**config.mk**
```make
export PLATFORM = sky130hd
export DESIGN_NAME = axi4_rd_mem_slave
export DESIGN_NICKNAME = d
export VERILOG_FILES = /design/src/rtl/axi4_rd_mem_slave.sv
export SDC_FILE = /design/constraint.sdc
export NUM_CORES = 1
export LEC_CHECK = 0
export CORE_UTILIZATION = 40
export CTS_CLUSTER_DIAMETER = 30
export DETAILED_ROUTE_END_ITERATION = 7
export SYNTH_ARGS = -nofsm -noshare
export SYNTH_HDL_FRONTEND = slang
export SYNTH_SLANG_ARGS = --single-unit
```
**constraint.sdc**
```tcl
create_clock -name ACLK -period 6.8 [get_ports ACLK]
set_input_delay 1.36 -clock ACLK [delete_from_list [all_inputs] [get_ports ACLK]]
set_output_delay 1.36 -clock ACLK [all_outputs]
set_load 0.01 [all_outputs]
```
**src/rtl/axi4_rd_mem_slave.sv**
```systemverilog
// rtl/axi4_rd_mem_slave.sv - AXI4 read-channel responder over a 1-cycle sync-read memory
// One burst at a time; R beats drain through a 2-entry buffer with fall-through when empty.
module axi4_rd_mem_slave #(
  parameter int ID_W   = 1,
  parameter int ADDR_W = 32,
  parameter int DATA_W = 32,
  parameter int MEM_AW = 10
) (
  input  logic              ACLK,
  input  logic              ARESET,
  input  logic [ID_W-1:0]   ARID,
  input  logic              ARVALID,
  output logic              ARREADY,
  input  logic [ADDR_W-1:0] ARADDR,
  input  logic [7:0]        ARLEN,
  input  logic [2:0]        ARSIZE,
  input  logic [1:0]        ARBURST,
  output logic [ID_W-1:0]   RID,
  output logic              RVALID,
  input  logic              RREADY,
  output logic [DATA_W-1:0] RDATA,
  output logic [1:0]        RRESP,
  output logic              RLAST,
  output logic              mem_rd_en,
  output logic [MEM_AW-1:0] mem_addr,
  input  logic [DATA_W-1:0] mem_rdata
);

  localparam int LSB = $clog2(DATA_W / 8);

  typedef enum logic {S_IDLE, S_ACTIVE} state_t;

  state_t            r_state, w_state_nxt;
  logic              r_arready;
  logic [ID_W-1:0]   r_id;
  logic [ADDR_W-1:0] r_addr;
  logic [7:0]        r_len;
  logic [2:0]        r_size;
  logic [1:0]        r_burst;
  logic              r_err;
  logic [8:0]        r_rd_left;
  logic              r_inflight;
  logic              r_inflight_last;
  logic [DATA_W-1:0] r_buf_data [2];
  logic [1:0]        r_buf_resp [2];
  logic              r_buf_last [2];
  logic              r_wptr, r_rptr;
  logic [1:0]        r_count;

  logic              w_ar_hs, w_ar_err, w_issue, w_empty, w_rvalid;
  logic              w_pop, w_push, w_pop_buf, w_done;
  logic [DATA_W-1:0] w_in_data, w_head_data;
  logic [1:0]        w_in_resp, w_head_resp;
  logic              w_head_last;
  logic [ADDR_W-1:0] w_beat_bytes, w_aligned, w_incr, w_wrap_mask, w_wrap, w_addr_nxt;

  assign w_ar_hs  = ARVALID & r_arready;
  assign w_ar_err = (ARSIZE > 3'(LSB)) || (ARBURST == 2'b11) ||
                    ((ARBURST == 2'b10) && !((ARLEN == 8'd1) || (ARLEN == 8'd3) ||
                                             (ARLEN == 8'd7) || (ARLEN == 8'd15)));

  // Reads are throttled so the buffer can always absorb every outstanding read.
  assign w_issue = (r_state == S_ACTIVE) && (r_rd_left != 9'd0) &&
                   ((r_count + {1'b0, r_inflight}) < 2'd2);

  assign w_in_data = r_err ? '0 : mem_rdata;
  assign w_in_resp = r_err ? 2'b10 : 2'b00;
  assign w_empty   = (r_count == 2'd0);
  assign w_rvalid  = !w_empty || r_inflight;

  // Empty buffer: the returning read word is presented directly on R.
  assign w_head_data = w_empty ? w_in_data       : r_buf_data[r_rptr];
  assign w_head_resp = w_empty ? w_in_resp       : r_buf_resp[r_rptr];
  assign w_head_last = w_empty ? r_inflight_last : r_buf_last[r_rptr];

  assign w_pop     = w_rvalid & RREADY;
  assign w_push    = r_inflight & !(w_empty & RREADY);
  assign w_pop_buf = w_pop & !w_empty;
  assign w_done    = w_pop & w_head_last;

  assign w_beat_bytes = ADDR_W'(1) << r_size;
  assign w_aligned    = r_addr & ~(w_beat_bytes - ADDR_W'(1));
  assign w_incr       = w_aligned + w_beat_bytes;
  assign w_wrap_mask  = ((ADDR_W'(r_len) + ADDR_W'(1)) << r_size) - ADDR_W'(1);
  assign w_wrap       = (r_addr & ~w_wrap_mask) | (w_incr & w_wrap_mask);

  always_comb begin
    w_addr_nxt = w_incr;
    case (r_burst)
      2'b00:   w_addr_nxt = r_addr;
      2'b10:   w_addr_nxt = w_wrap;
      default: w_addr_nxt = w_incr;
    endcase
  end

  always_comb begin
    w_state_nxt = r_state;
    case (r_state)
      S_IDLE:   if (w_ar_hs) w_state_nxt = S_ACTIVE;
      S_ACTIVE: if (w_done)  w_state_nxt = S_IDLE;
      default:  w_state_nxt = S_IDLE;
    endcase
  end

  always_ff @(posedge ACLK) begin
    if (ARESET) begin
      r_state         <= S_IDLE;
      r_arready       <= 1'b0;
      r_id            <= '0;
      r_addr          <= '0;
      r_len           <= '0;
      r_size          <= '0;
      r_burst         <= '0;
      r_err           <= 1'b0;
      r_rd_left       <= '0;
      r_inflight      <= 1'b0;
      r_inflight_last <= 1'b0;
      r_wptr          <= 1'b0;
      r_rptr          <= 1'b0;
      r_count         <= '0;
    end else begin
      r_state   <= w_state_nxt;
      r_arready <= (w_state_nxt == S_IDLE);
      if (w_ar_hs) begin
        r_id      <= ARID;
        r_addr    <= ARADDR;
        r_len     <= ARLEN;
        r_size    <= ARSIZE;
        r_burst   <= ARBURST;
        r_err     <= w_ar_err;
        r_rd_left <= {1'b0, ARLEN} + 9'd1;
      end else if (w_issue) begin
        r_addr    <= w_addr_nxt;
        r_rd_left <= r_rd_left - 9'd1;
      end
      r_inflight      <= w_issue;
      r_inflight_last <= (r_rd_left == 9'd1);
      if (w_push) begin
        r_buf_data[r_wptr] <= w_in_data;
        r_buf_resp[r_wptr] <= w_in_resp;
        r_buf_last[r_wptr] <= r_inflight_last;
        r_wptr             <= ~r_wptr;
      end
      if (w_pop_buf) r_rptr <= ~r_rptr;
      r_count <= r_count + {1'b0, w_push} - {1'b0, w_pop_buf};
    end
  end

  assign ARREADY   = r_arready;
  assign RID       = r_id;
  assign RVALID    = w_rvalid;
  assign RDATA     = w_rvalid ? w_head_data : '0;
  assign RRESP     = w_rvalid ? w_head_resp : 2'b00;
  assign RLAST     = w_rvalid & w_head_last;
  assign mem_rd_en = w_issue & ~r_err;
  assign mem_addr  = r_addr[MEM_AW+LSB-1:LSB];

endmodule

```
==> metrics.yaml, run 1 <==
finish:
  final_core_util_pct: 51.1
  ff_latch_area_sq_um: 2940
  fill_cells: 1564
  multi_input_area_sq_um: 3580
  areaGrowthSynthToFinish_pct: 23.4
  nets: 921
  diodes: 0
  final_layout_size_suffix_gt1_share_pct: 8.79
worst_setup_path:
  rrSetupSlack_ns: 3.13
  rr_startpoint: "r_len[0]"
  crit_top_cell: "clkdlybuf4s50_1"
  reg2regPathDepth: 10
  critical_path_class: "input pin to output port"
  crit_fanout: 3
  path_delay_family: "buffers and inverters"
  end_kind: "output port"
  slowest_delay_ns: 0.58
  cp.buffers_inverters: 2
  cp.arrival_ns: 2.92
  cp.required_ns: 5.44
  cp-start-kind: "input pin"
  crit_chain: "clkdlybuf4s50_1 > nor2b_1 > nand3_1 > o21ai_0 > clkdlybuf4s50_1"
  slowest_stage: "clkdlybuf4s50_1"
cts:
  htree_num_levels: 4
  cts_buffer_depth: 2
  clk_pin_slew_ns: 0.05
  numCtsBuffers: 17
  clockRootBuffer: "clkbuf_16"
  cts_sinks: 113
  post_cts_buffers: 0
  clk_latency_ns: 0.41
  holdBufCountCts: 0
  cts_tree: "yes"
  cts_resized: 0
routing:
  wl_per_cell_um: 16.6
  ant_nets: 0
  drt_first_iter_violations: 360
  dr.pass1.iters: 5
  dr_total_vias: 5900
  wl_um: 17600
  avgViaCountPerCell: 5.56
  remaining_drc_errors: 0
floorplan:
  design.die.area_sq_um: 17900
  io_pins: 131
  die_h_um: 134
  rows: 47
  core_sq_um: 16800
  start_util_pct: 41.4
  die_w_um: 134
sta:
  fin_worst_skew_ns: 0.00585
  tightest_slew_ns: 1.11
  rsz0062_at_grt: "false"
  finalMaxSlewViolations: 0
  fin_crit_sh_pct: 62.9
  setup_tns_ns: 0
  fmax_mhz: 234
  maxSlewHeadroom_pct: 26.2
  whs_ns: 0.452
  layout_setup_ws_ns: 2.52
  setup_viol: 0
  hold_viol_final: 0
  period_needed_ns: 4.28
grt:
  grt-ovfl-total: 0
  antenna_found_initial: 0
  grt_max_degree: 47
  grt_pass1_vias: 5805
  track_usage_pct: 20.2
  grt_pass1_wl_um: 28800
yosys:
  ys_ff_latch: 113
  synth.largest_area_cell: "edfxtp_1"
  yosysSeqAreaShare_pct: 42.2
  synth.most_common_cell: "nand2_1"
  ys_types: 89
  synthFlopType: "edfxtp_1"
  synth_common_cells: "74 x nand2_1, 68 x edfxtp_1, 65 x nor2_1"
  async_flop_share_pct: 0
  synth_top_area_share_pct: 29.3
  ys_warn_count: 0
  synth.area.top_cells: "edfxtp_1 29%, dfxtp_1 13%, mux2i_1 5.3%, nand2_1 4.0%, o21ai_0 3.9%"
  syn_inst: 752
  synth_area_sq_um: 6970
  synth_edf_count: 68
  synth_fp_nets: 844
  avgSynthCellArea_sq_um: 9.26
min_path:
  min_from: "RID"
  hold_end: "RID"
  min_delay_path_depth: 2
  min_path_type: "flop to flop"
place:
  dpl_worst_slack_ns: 2.55
  post-dp-hpwl_um: 11900
  port_buffers: 109
  globalplace.congestion: 0.874
power:
  p_leak_uw: 0.00290
  fin_total_pwr_uw: 2260
  ir_drop_uv: 189
  p_per_area_nw_per_um2: 263
job:
  drv_cap: 0
status:
  status: "finished, final reports clean"
-- logic make-up (layout without fill, tap and decap cells) --
| family | count (synthesis) | in the layout | share of synthesized area (%) |
|---|---|---|---|
| fa+ha+maj | 10 | 10 | 1.80 |
| compound gates | 182 | 182 | 17.5 |
| other cells | 1 | 1 | 0.0538 |
| buf+inv | 76 | 166 | 6.66 |
| simple gates | 299 | 299 | 22.1 |
| mux | 38 | 38 | 5.53 |
| flops | 113 | 113 | 42.2 |
| xor+xnor | 33 | 33 | 4.15 |
-- layer usage --
layer / track usage, % / share of wire, % / up-vias / wire length (um)
li1: - / - / 2896 / -
met1: 25.1 / 44 / 2810 / 7770
met2: 34.5 / 49 / 165 / 8650
met3: 4.23 / 4.4 / 29 / 772
met4: 7.26 / 2.2 / 0 / 395
met5: 0 / 0 / - / 0
-- report_power, final --
group | leakage, uW | switching [uW] | internal, uW
combinational | 0.00165 | 312 | 283
sequential | 0.000984 | 56.9 | 763
clock | 0.000266 | 312 | 534
total | 0.00290 | 680 | 1580
-- metrics by stage --
stage                     std cells  instance area, sq um
after CTS                      1062                  8600
after detailed placement       1030                  8030
final                          1062                  8600
after global routing           1062                  8600
after global placement         1030                  8030
after floorplan                 752                  6970
-- how the worst max path moves through the flow --
stage                              from               end  slack (ns)  cells past startpoint
final                      mem_rdata[6]          RDATA[6]        2.52                      5
after global routing       mem_rdata[6]          RDATA[6]        2.44                      5
after floorplan                  ARESET  r_buf_data[1][0]        2.14                      3
after global placement    mem_rdata[29]         RDATA[29]        2.56                      5
after detailed placement  mem_rdata[29]         RDATA[29]        2.55                      5
after CTS                  mem_rdata[6]          RDATA[6]        2.55                      5
-- placed cells by master (no fill, tap or decap), drive strengths merged, types with 7 or more instances in the layout --
| cell | n |
|---|---|
| a21oi | 42 |
| xor2 | 13 |
| xnor2 | 20 |
| nand3 | 50 |
| nand2 | 75 |
| clkdlybuf4s50 | 109 |
| nor2 | 65 |
| buf | 13 |
| clkbuf | 17 |
| clkinv | 7 |
| edfxtp | 68 |
| nor3 | 15 |
| a211oi | 14 |
| ha | 10 |
| dfxtp | 45 |
| o31ai | 7 |
| a31oi | 7 |
| o21ai | 59 |
| inv | 14 |
| nor2b | 38 |
| mux2i | 37 |
| nor4 | 10 |
| and2 | 7 |
| a311oi | 7 |
-- final cells by class --
class	count	area share (%)
Clock buffer	17	4.95
Timing Repair Buffer	122	13.8
Tap cell	220	3.20
Multi-Input combinational cell	563	41.6
Inverter	12	0.524
Clock inverter	15	1.64
Sequential cell	113	34.2
-- worst reg2reg max path: cells and delay by family (launching register included) --
kind / cells / cell delay [ns]
and+or+nand+nor: 3 / 0.52
xor gates and xnor gates: 2 / 0.58
adders and majority gates: 1 / 0.52
DFF: 1 / 0.62
AOI/OAI and AO/OA: 4 / 1.33
No activity file was read; power rests on OpenSTA's default activity.
==> run 2: changes to the inputs <==
- PLACE_DENSITY: not set -> 0.66
- clock period: 6.8 -> 3.8 ns (I/O delays scaled with it)
==> metrics.yaml, run 2 (synthesis gave the netlist of run 1 again) <==
cts:
  clockRootBuffer: "clkbuf_16"
  clk_pin_slew_ns: 0.06  # about the same
  clk_latency_ns: 0.41  # about the same
  holdBufCountCts: 0  # unchanged
  cts_sinks: 113  # unchanged
  cts_buffer_depth: 2  # unchanged
  numCtsBuffers: 17  # unchanged
  post_cts_buffers: 0  # unchanged
  htree_num_levels: 4  # unchanged
  cts_tree: "yes"
  cts_resized: 0  # unchanged
grt:
  grt_pass1_vias: 5448  # -6.1%
  grt_busiest_layer: "met2"
  grt_max_degree: 45  # -4.3%
  grt-ovfl-total: 0  # unchanged
  antenna_found_initial: 0  # unchanged
  grt_use_met2_pct: 31.1  # -3.5 points
  grtUsageMet3_pct: 3.59  # -0.64 points
  track_usage_pct: 19.5  # -0.72 points
  met1_usage_pct: 26.7  # +1.5 points
  grt_pass1_wl_um: 27600  # -4.1%
routing:
  wl_um: 17200  # -2.0%
  ant_nets: 0  # unchanged
  wl_per_cell_um: 16.2  # -2.5%
  remaining_drc_errors: 0  # unchanged
  avgViaCountPerCell: 5.53  # -0.54%
  drt_first_iter_violations: 390  # +8.3%
  dr_total_vias: 5896  # -0.068%
  dr.pass1.iters: 4  # -1
worst_setup_path:
  slowest_delay_ns: 0.64  # +0.06 ns
  slowest_stage: "a2111oi_0"
  rr_startpoint: "r_len[1]"
  crit_chain: "ha_1 > nand3_4 > xnor2_1 > a2111oi_0 > a32oi_1 > a211oi_1 > nand4_1 > xnor2_1 > a211oi_1 > nor4b_2"
  rrSetupSlack_ns: 0.46  # -2.67 ns
  cp.arrival_ns: 3.66  # +0.74 ns
  crit_fanout: 10  # +7
  end_kind: "flop"
  cp.required_ns: 4.12  # -1.32 ns
  cp-start-kind: "flop"
  crit_start: "r_len[1]"
  critical_path_class: "flop to flop"
floorplan:
  die_h_um: 134  # unchanged
  design.die.area_sq_um: 17900  # unchanged
  rows: 47  # unchanged
  core_sq_um: 16800  # unchanged
  io_pins: 131  # unchanged
  start_util_pct: 41.4  # unchanged
  die_w_um: 134  # unchanged
finish:
  areaGrowthSynthToFinish_pct: 24.5
  multi_input_area_sq_um: 3590  # +0.35%
  nets: 926  # +0.54%
  fill_cells: 1565  # +0.064%
  final_layout_size_suffix_gt1_share_pct: 9.92  # +1.1 points
  layout_commonest_cell: "clkdlybuf4s50_1"
  final_cell_mix: "108 x clkdlybuf4s50_1, 74 x nand2_1, 68 x edfxtp_1"
  diodes: 0  # unchanged
  ff_latch_area_sq_um: 2940  # unchanged
sta:
  layout_setup_ws_ns: 0.461  # -2.06 ns
  fin_worst_skew_ns: 0.00861  # +0.00276 ns
  whs_ns: 0.464  # +0.0122 ns
  maxSlewHeadroom_pct: 36.6  # +10 points
  hold_viol_final: 0  # unchanged
  fmax_mhz: 299
  setup_tns_ns: 0  # unchanged
  setup_viol: 0  # unchanged
  rsz0062_at_grt: "false"
  finalMaxSlewViolations: 0  # unchanged
  period_needed_ns: 3.34
  fin_crit_sh_pct: 87.9
  tightest_slew_ns: 0.952  # -0.156 ns
min_path:
  min_path_type: "flop to flop"
  min_from: "RID"
power:
  ir_drop_uv: 385  # +100%
  p_per_area_nw_per_um2: 470  # +79%
  fin_total_pwr_uw: 4080  # +80%
  p_leak_uw: 0.00296  # +1.9%
job:
  drv_cap: 0  # unchanged
place:
  globalplace.congestion: 0.856  # -2.0%
  port_buffers: 109  # unchanged
  post-dp-hpwl_um: 12100  # +1.6%
  dpl_worst_slack_ns: 0.615  # -1.94 ns
status:
  status: "finished, final reports clean"
## run 2: cell types whose count changed in the layout (fill, tap and decap cells not counted), moves of 2 or more
cell	previous run	this run
clkinv_1	5	1
buf_12	0	2
clkinv_4	0	4
buf_4	13	16
clkinvlp_4	4	2
inv_6	3	6
## run 2: metal layers
metal	wire, um	vias up	share of wire, %
met5	0	-	0
met2	7990	187	46
met3	947	26	5.5
met1	8040	2780	47
li1	-	2903	-
met4	259	0	1.5
## run 2: per-stage QoR
stage / utilization, % / area, sq um / cells
after CTS: 51.6 / 8670 / 1067
after global placement: 48.2 / 8100 / 1035
after global routing: 51.6 / 8670 / 1067
after detailed placement: 48.2 / 8100 / 1035
final: 51.6 / 8670 / 1067
after floorplan: - / 6980 / 752
## run 2: where the power goes
| group | switching [uW] | total, uW | internal (uW) |
|---|---|---|---|
| sequential | 80.7 | 1450 | 1360 |
| clock | 608 | 1520 | 916 |
| combinational | 580 | 1110 | 526 |
| total | 1270 | 4080 | 2810 |
## run 2: final cells by class
type	count	share of cell area (%)
clock buffers	17	4.90
clock inverters	15	1.72
repair buffers	127	14.4
well taps	220	3.17
multi-input cells	563	41.4
inverters	12	0.519
flip-flops and latches	113	33.9
## run 2: worst paths after layout
path,end,cells past startpoint
worst min-delay path,RID,2
worst min register to register,RID,2
worst max register to register,flop,10
worst max-delay path,flop,10
## run 2: critical path: cells and delay by family (launching register included)
kind	cells	cell delay [ns]
fa+ha+maj	1	0.50
flops	1	0.45
xor+xnor	2	0.52
simple gates	3	0.52
compound gates	4	1.25
